<file path="config.mk">
export PLATFORM = sky130hd
export DESIGN_NAME = parking_lot_entry_ctrl
export DESIGN_NICKNAME = d
export VERILOG_FILES = /design/src/rtl/parking_lot_entry_ctrl.sv
export SDC_FILE = /design/constraint.sdc
export NUM_CORES = 1
export LEC_CHECK = 0
export CAP_MARGIN = 20
export CORE_MARGIN = 3
export CORE_UTILIZATION = 48
export DETAILED_ROUTE_END_ITERATION = 8
export PLACE_DENSITY = 0.85
export REMOVE_ABC_BUFFERS = 1
export SYNTH_ARGS = -nofsm -noshare
export SYNTH_HDL_FRONTEND = slang
export SYNTH_SLANG_ARGS = --single-unit
export TNS_END_PERCENT = 20
</file>
<file path="constraint.sdc">
create_clock -name clk -period 10.5 [get_ports clk]
set_input_delay 1.575 -clock clk [delete_from_list [all_inputs] [get_ports clk]]
set_output_delay 1.575 -clock clk [all_outputs]
set_load 0.02 [all_outputs]
</file>
<file path="src/rtl/parking_lot_entry_ctrl.sv">
// Entry-side controller for an N-slot parking lot: allocates the lowest free slot,
// frees slots from one-hot exit locations, and reports occupancy, free count, full and empty.
module parking_lot_entry_ctrl #(
    parameter int N_SLOTS = 8,
    parameter int NUM_W   = 3
) (
    input  logic               clk,
    input  logic               reset,
    input  logic               entry_req,
    input  logic               exit_valid,
    input  logic [N_SLOTS-1:0] exit_location,
    output logic               entry_grant,
    output logic               entry_deny,
    output logic [NUM_W-1:0]   park_number,
    output logic [N_SLOTS-1:0] occupancy,
    output logic [NUM_W:0]     free_count,
    output logic               full,
    output logic               empty,
    output logic               exit_err,
    output logic [1:0]         state_dbg
);

    // Request handshake: entry_req is a level sampled only in IDLE; each accepted
    // request answers with exactly one single-cycle entry_grant or entry_deny pulse.
    typedef enum logic [1:0] {IDLE = 2'd0, GRANT = 2'd1, DENY = 2'd2} state_t;

    state_t             state, state_next;
    logic [N_SLOTS-1:0] occ_next;
    logic [NUM_W-1:0]   alloc_num;
    logic [N_SLOTS-1:0] alloc_bit;
    logic               alloc_now;
    logic               exit_onehot;
    logic               exit_legal;
    logic               exit_illegal;
    logic [NUM_W:0]     free_cnt;

    // Lowest-numbered free slot; slot n lives at location bit N_SLOTS-1-n.
    always_comb begin
        alloc_num = '0;
        alloc_bit = '0;
        for (int i = N_SLOTS - 1; i >= 0; i--) begin
            if (!occupancy[N_SLOTS-1-i]) begin
                alloc_num = NUM_W'(i);
                alloc_bit = '0;
                alloc_bit[N_SLOTS-1-i] = 1'b1;
            end
        end
    end

    always_comb begin
        free_cnt = '0;
        for (int i = 0; i < N_SLOTS; i++) begin
            free_cnt = free_cnt + {{NUM_W{1'b0}}, ~occupancy[i]};
        end
    end

    assign free_count = free_cnt;
    assign full       = (free_cnt == '0);
    assign empty      = (free_cnt == (NUM_W+1)'(N_SLOTS));

    assign exit_onehot  = (exit_location != '0) &&
                          ((exit_location & (exit_location - N_SLOTS'(1))) == '0);
    assign exit_legal   = exit_valid && exit_onehot && ((occupancy & exit_location) != '0);
    assign exit_illegal = exit_valid && !exit_legal;

    always_comb begin
        state_next = state;
        alloc_now  = 1'b0;
        case (state)
            IDLE: begin
                if (entry_req) begin
                    if (full) begin
                        state_next = DENY;
                    end else begin
                        state_next = GRANT;
                        alloc_now  = 1'b1;
                    end
                end
            end
            GRANT:   state_next = IDLE;
            DENY:    state_next = IDLE;
            default: state_next = IDLE;
        endcase
    end

    // An exit hitting the slot being allocated is illegal (slot was free), so clear-then-set is safe.
    always_comb begin
        occ_next = occupancy;
        if (exit_legal) begin
            occ_next = occ_next & ~exit_location;
        end
        if (alloc_now) begin
            occ_next = occ_next | alloc_bit;
        end
    end

    always_ff @(posedge clk) begin
        if (reset) begin
            state       <= IDLE;
            occupancy   <= '0;
            park_number <= '0;
            exit_err    <= 1'b0;
        end else begin
            state     <= state_next;
            occupancy <= occ_next;
            exit_err  <= exit_illegal;
            if (alloc_now) begin
                park_number <= alloc_num;
            end
        end
    end

    assign entry_grant = (state == GRANT);
    assign entry_deny  = (state == DENY);
    assign state_dbg   = state;

endmodule

</file>
==> results of run 1 <==
## path summary, 6_finish.rpt
kind / endpoint / slack, ns
setup / recovery: empty / 4.83
hold / removal: park_number[1]$_SDFFE_PP0P_ / 0.46
setup reg to reg: occupancy[1]$_SDFF_PP0_ / 6.45
hold reg to reg: park_number[1]$_SDFFE_PP0P_ / 0.46
## per-stage QoR
step                      area [sq um]  std cells  power, mW
after floorplan                  960.9        108     0.1014
after global placement            1323        166     0.1310
after detailed placement          1323        166     0.1335
after CTS                         1359        170     0.1722
after global routing              1359        170     0.1804
final                             1359        170     0.1717
## placed cells by master (no fill, tap or decap), drive strengths merged, types with 3 or more instances in the layout
master,count
a211oi,8
a21oi,7
a22oi,3
clkbuf,4
clkdlybuf4s50,33
dfxtp,14
fa,4
ha,5
inv,12
nand2,5
nor2,11
nor2b,5
nor3b,4
## per-layer routing
| metal | GRT usage [%] | vias to the layer above | wire (microns) |
|---|---|---|---|
| met5 | 0 | - | 0 |
| met4 | 7.175 | 0 | 33 |
| met3 | 4.665 | 6 | 246 |
| met2 | 37.77 | 49 | 1184 |
| met1 | 23.50 | 464 | 989 |
| li1 | - | 470 | - |
## final cells by class
class                      instances  share of cell area (%)
inverter                          12                   3.315
timing repair buffer              33                   24.31
clock buffer                       4                   2.670
multi-input combinational         82                   46.78
sequential                        14                   20.63
tap                               25                   2.302
## power by group through the flow
| stage | registers, mW | clock network, mW | logic (mW) |
|---|---|---|---|
| floorplan | 0.0619 | 0 | 0.0394 |
| global placement | 0.0593 | 0 | 0.0717 |
| detailed placement | 0.0594 | 0 | 0.0741 |
| CTS | 0.0582 | 0.0397 | 0.0743 |
| global route | 0.0588 | 0.0422 | 0.0793 |
| finish | 0.0583 | 0.0395 | 0.0738 |
## critical path, stage by stage, from the launching register on
cell and delay (ns):
dfxtp_1 0.51, inv_1 0.09, fa_1 0.51, fa_1 0.45, fa_1 0.52, ha_1 0.15
inv_1 0.05, fa_1 0.53, nand2b_1 0.14, nor3b_1 0.22, clkdlybuf4s50_1 0.63
## registers in the layout, summed over array words and instances, names as in the netlist
signal / count
exit_err: 1
occupancy: 8
park_number: 3
state_dbg: 2
## cell families (layout without fill, tap and decap cells)
logic type               count (synthesis)  after routing  synth area share [%]
adder cells (fa/ha/maj)                  9              9                 14.56
XOR/XNOR                                 1              1                0.8942
buffers and inverters                   15             49                 6.513
AO/OA/AOI/OAI                           29             29                 22.86
AND/OR/NAND/NOR                         42             42                 25.54
multiplexers                             1              1                 1.022
flip-flops                              14             14                 28.61
==> impl_metrics.py, run 1 <==
metrics = {
    "min_path": {
        "min_from": "park_number[1]$_SDFFE_PP0P_",
        "holdPathStages": 2,
        "worstHoldPathType": "reg -> reg",
    },
    "setup_path": {
        "critPathLaunch": "occupancy[3]$_SDFF_PP0_",
        "r2r_start": "occupancy[3]$_SDFF_PP0_",
        "setup.worst_path.start_class": "flop",
        "required_ns": 8.93,
        "worstSetupPathType": "reg -> out",
        "cp.arrival_ns": 4.09,
        "r2r_cells": 12,
        "cp_max_fo": 9,
        "end_kind": "primary output",
    },
    "finish": {
        "drive_gt1_share_pct": 7.586,
        "utilization_pct": 74.64,
        "fillCellCount": 154,
        "seq_area_sq_um": 280.3,
        "multi_input_area_sq_um": 635.6,
        "nNetsFinal": 167,
        "syn_to_final_growth_pct": 38.70,
        "diodes": 0,
    },
    "synthesis": {
        "synth_edf_count": 0,
        "synth_commonest_cells": "dfxtp_1, inv_1, nor2_1",
        "synthFlopType": "dfxtp_1",
        "yosys.area.top_type_share_pct": 28.61,
        "synth_warnings": 0,
        "ys_types": 38,
        "ys_seq_elements": 14,
        "synth_area_leader_cell": "dfxtp_1",
        "synth_most_common_cell": "dfxtp_1",
        "yosysSeqAreaShare_pct": 28.61,
        "syn_area_sq_um": 979.7,
        "synth_area_per_cell_sq_um": 8.826,
        "synth_area_leaders": "dfxtp_1, fa_1, ha_1, a211oi_1, inv_1",
        "synth-async-reset-ratio_pct": 0,
        "synthCells": 111,
    },
    "timing": {
        "setup_viol": 0,
        "worstMarginPinSlew_ns": 0.5955,
        "clock_skew_ns": 0.0005650,
        "fin_crit_ns": 5.665,
        "setup_slack_ns": 4.835,
        "hold_viol_final": 0,
        "holdWs_ns": 0.4598,
        "rsz0062_at_grt": "false",
        "relSlewSlack_pct": 60.17,
        "period_share_pct": 53.95,
        "report.final.slew_viol_count": 0,
        "fmax_mhz": 176.5,
        "fin_tns_setup_ns": 0,
    },
    "cts": {
        "clk_pin_slew_worst_paths_ns": 0.09,
        "hold_buffers": 0,
        "cts_resized": 0,
        "clk_latency_ns": 0.28,
        "clock_path_buffers": 2,
        "cts_tree": "yes",
        "clock-sinks": 14,
        "cts_made_buffers": 3,
        "cts_setup_buffers": 0,
        "root_buffer": "clkbuf_4",
        "htreeDepth": 1,
    },
    "grt": {
        "grt_pass1_vias": 973,
        "grt_max_degree": 16,
        "grt_pass1_wl_microns": 4133,
        "grt_usage_pct": 20.76,
        "grt_overflow": 0,
        "antenna_found_initial": 0,
    },
    "pwr": {
        "switching_share_pct": 35.02,
        "p_switching_mw": 0.06012,
        "ir_drop_mv": 0.07672,
        "pwr-share-clk_pct": 23.0,
        "combPwrFrac_pct": 43.0,
        "p_int_mw": 0.1116,
        "p_seq_share_pct": 34.0,
        "p_leak_nw": 0.4566,
        "powerDensity_nw_per_um2": 126.3,
    },
    "detailed_routing": {
        "wl_per_cell_microns": 14.44,
        "drt_iter0_markers": 20,
        "vias_per_cell": 5.818,
        "wl_microns": 2454,
        "antenna_left": 0,
        "drt_first_pass_iters": 4,
        "via_count": 989,
        "drc_errors": 0,
    },
    "place": {
        "io_buffers": 33,
        "hpwlAfterDp_microns": 1955,
        "gp_congestion": 0.8529,
        "pre_cts_slack_ns": 5.155,
    },
    "floorplan": {
        "fp.dieW_microns": 51.18,
        "pin_count": 34,
        "core_area_sq_um": 1821,
        "start_util_pct": 53.81,
        "die_area_sq_um": 2619,
        "num_rows": 15,
        "die_y_microns": 51.18,
    },
    "job": {
        "maxCapViolCount": 0,
    },
    "run_status": {
        "status": "completed",
    },
}
Note: power is estimated with default switching activity, not from simulation.
==> inputs of run 2 (changes only) <==
--- a/config.mk
+++ b/config.mk
@@ -7,9 +7,9 @@
 export LEC_CHECK = 0
 export CAP_MARGIN = 20
 export CORE_MARGIN = 3
-export CORE_UTILIZATION = 48
+export CORE_UTILIZATION = 40
 export DETAILED_ROUTE_END_ITERATION = 8
-export PLACE_DENSITY = 0.85
+export PLACE_DENSITY = 0.76
 export REMOVE_ABC_BUFFERS = 1
 export SYNTH_ARGS = -nofsm -noshare
 export SYNTH_HDL_FRONTEND = slang
==> constraint.sdc (replaced) <==
create_clock -name clk -period 4.72 [get_ports clk]
set_input_delay 0.708 -clock clk [delete_from_list [all_inputs] [get_ports clk]]
set_output_delay 0.708 -clock clk [all_outputs]
set_load 0.02 [all_outputs]
==> impl_metrics.py, run 2 (synthesis results as in run 1) <==
metrics = {
    "run_status": {
        "status": "completed",
    },
    "place": {
        "hpwlAfterDp_microns": 1989,
        "gp_congestion": 0.7880,
        "io_buffers": 33,
    },
    "setup_path": {
        "crit_path_end": "empty",
        "r2r_cells": 12,
        "setup.worst_path.start_class": "flop",
        "end_kind": "primary output",
        "cp_slowest_cell": "fa_1",
        "worstPathCellList": "inv_1, fa_1, fa_1, fa_1, ha_1, inv_1, fa_1, nand2b_1, nor3b_1, dlygate4sd2_1",
        "worstSetupPathType": "reg -> out",
        "required_ns": 4.01,
        "cpPeakStageDelay_ns": 0.57,
        "reg2reg_slack_ns": 0.71,
        "r2r_start": "occupancy[0]$_SDFF_PP0_",
        "cpMostUsedCell": "fa_1",
        "rr_endpoint": "occupancy[1]$_SDFF_PP0_",
        "cp_max_fo": 4,
        "critPathLaunch": "occupancy[0]$_SDFF_PP0_",
        "cp.arrival_ns": 3.72,
    },
    "pwr": {
        "p_int_mw": 0.2450,
        "p_switching_mw": 0.1321,
        "ir_drop_mv": 0.1896,
        "pwr-share-clk_pct": 23.2,
        "switching_share_pct": 35.03,
        "p_seq_share_pct": 34.6,
        "combPwrFrac_pct": 42.2,
        "p_leak_nw": 0.4952,
        "p_total_mw": 0.3771,
        "powerDensity_nw_per_um2": 274.2,
    },
    "min_path": {
        "holdPathStages": 2,
        "worstHoldPathType": "reg -> reg",
    },
    "cts": {
        "clock-sinks": 14,
        "htreeDepth": 1,
        "clk_pin_slew_worst_paths_ns": 0.09,
        "root_buffer": "clkbuf_4",
        "cts_made_buffers": 3,
        "cts_setup_buffers": 0,
        "cts_tree": "yes",
        "hold_buffers": 0,
        "clock_path_buffers": 2,
        "clk_latency_ns": 0.28,
    },
    "detailed_routing": {
        "via_count": 976,
        "vias_per_cell": 5.609,
        "wl_microns": 2549,
        "wl_per_cell_microns": 14.65,
        "drc_errors": 0,
        "antenna_left": 0,
        "drt_iter0_markers": 17,
        "drt_first_pass_iters": 4,
    },
    "floorplan": {
        "pin_count": 34,
        "die_area_sq_um": 3079,
        "num_rows": 17,
        "die_y_microns": 55.49,
        "fp.dieW_microns": 55.49,
        "start_util_pct": 43.05,
        "core_area_sq_um": 2276,
    },
    "timing": {
        "fmax_mhz": 225.7,
        "setup_viol": 0,
        "clock_skew_ns": 0.001850,
        "worstMarginPinSlew_ns": 0.5994,
        "holdWs_ns": 0.4645,
        "hold_viol_final": 0,
        "period_share_pct": 93.88,
        "relSlewSlack_pct": 59.91,
        "report.final.slew_viol_count": 0,
        "rsz0062_at_grt": "false",
        "fin_tns_setup_ns": 0,
        "fin_crit_ns": 4.431,
    },
    "grt": {
        "grt_pass1_wl_microns": 4264,
        "grt_pass1_vias": 939,
        "antenna_found_initial": 0,
        "grt_overflow": 0,
        "grt_usage_pct": 17.06,
        "grt_max_degree": 16,
    },
    "finish": {
        "diodes": 0,
        "syn_to_final_growth_pct": 40.36,
        "largest_reg_flops": 8,
        "final_common_cell": "clkdlybuf4s50_1",
        "multi_input_area_sq_um": 635.6,
        "drive_gt1_share_pct": 8.904,
        "final_cell_mix": "clkdlybuf4s50_1, dfxtp_1, inv_1, nor2_1",
        "top_register": "occupancy",
        "seq_area_sq_um": 281.5,
        "fillCellCount": 206,
        "nNetsFinal": 168,
    },
    "job": {
        "maxCapViolCount": 0,
    },
}
==> run 2: changes by cell type in the layout (fill, tap and decap cells not counted), sizes merged <==
cell and change:
clkdlybuf4s50 -3, dlymetal6s2s +2, buf +1, dlygate4sd2 +1
==> run 2: worst max-delay path, delay by kind of cell (launching register included) <==
| family | cells | cell delay (ns) |
|---|---|---|
| buffers and inverters | 3 | 0.51 |
| adders and majority gates | 5 | 2.23 |
| and+or+nand+nor | 2 | 0.30 |
| DFF | 1 | 0.39 |
==> run 2: area by class of cell <==
type	count	area share, %
repair buffers	34	24.84
clock buffers	4	2.639
flip-flops and latches	14	20.47
well taps	28	2.548
inverters	12	3.276
multi-input cells	82	46.22
==> run 2: power by group through the flow <==
stage | sequential (mW) | clock, mW | combinational, mW
floorplan | 0.138 | 0 | 0.0877
global placement | 0.133 | 0 | 0.160
detailed placement | 0.133 | 0 | 0.163
CTS | 0.130 | 0.0881 | 0.161
global route | 0.132 | 0.0930 | 0.172
finish | 0.130 | 0.0876 | 0.159
==> run 2: how the worst min path moves through the flow <==
stage	slack, ns	endpoint	startpoint
finish	0.46	park_number[1]$_SDFFE_PP0P_	park_number[1]$_SDFFE_PP0P_
floorplan	0.52	park_number[1]$_SDFFE_PP0P_	park_number[1]$_SDFFE_PP0P_
detailed placement	0.46	park_number[1]$_SDFFE_PP0P_	park_number[1]$_SDFFE_PP0P_
CTS	0.48	park_number[1]$_SDFFE_PP0P_	park_number[1]$_SDFFE_PP0P_
global placement	0.44	park_number[1]$_SDFFE_PP0P_	park_number[1]$_SDFFE_PP0P_
global route	0.50	park_number[1]$_SDFFE_PP0P_	park_number[1]$_SDFFE_PP0P_
==> run 2: what timing repair did <==
item | in CTS | in global routing
gates resized for setup | 2 | 2
cloned | 0 | 0
endpoints found under the setup margin | 1 | 2
endpoints found under the hold margin | 0 | 0
==> run 2: metrics by stage <==
stage | utilization (%) | instance area [sq um] | cells | setup slack [ns]
final | 60.42 | 1375 | 174 | 0.2890
after global placement | 58.60 | 1334 | 170 | 0.3480
after global routing | 60.42 | 1375 | 174 | 0.1340
after detailed placement | 58.60 | 1334 | 170 | 0.3058
after CTS | 60.20 | 1370 | 174 | 0.06292
after floorplan | - | 960.9 | 108 | 0.4984
==> run 2: layer usage <==
| metal | global-route usage (%) | vias up | part of all wire, % |
|---|---|---|---|
| met1 | 21.33 | 461 | 42 |
| li1 | - | 467 | - |
| met4 | 6.250 | 0 | 1.2 |
| met5 | 0 | - | 0 |
| met3 | 3.037 | 5 | 8.0 |
| met2 | 29.05 | 43 | 49 |
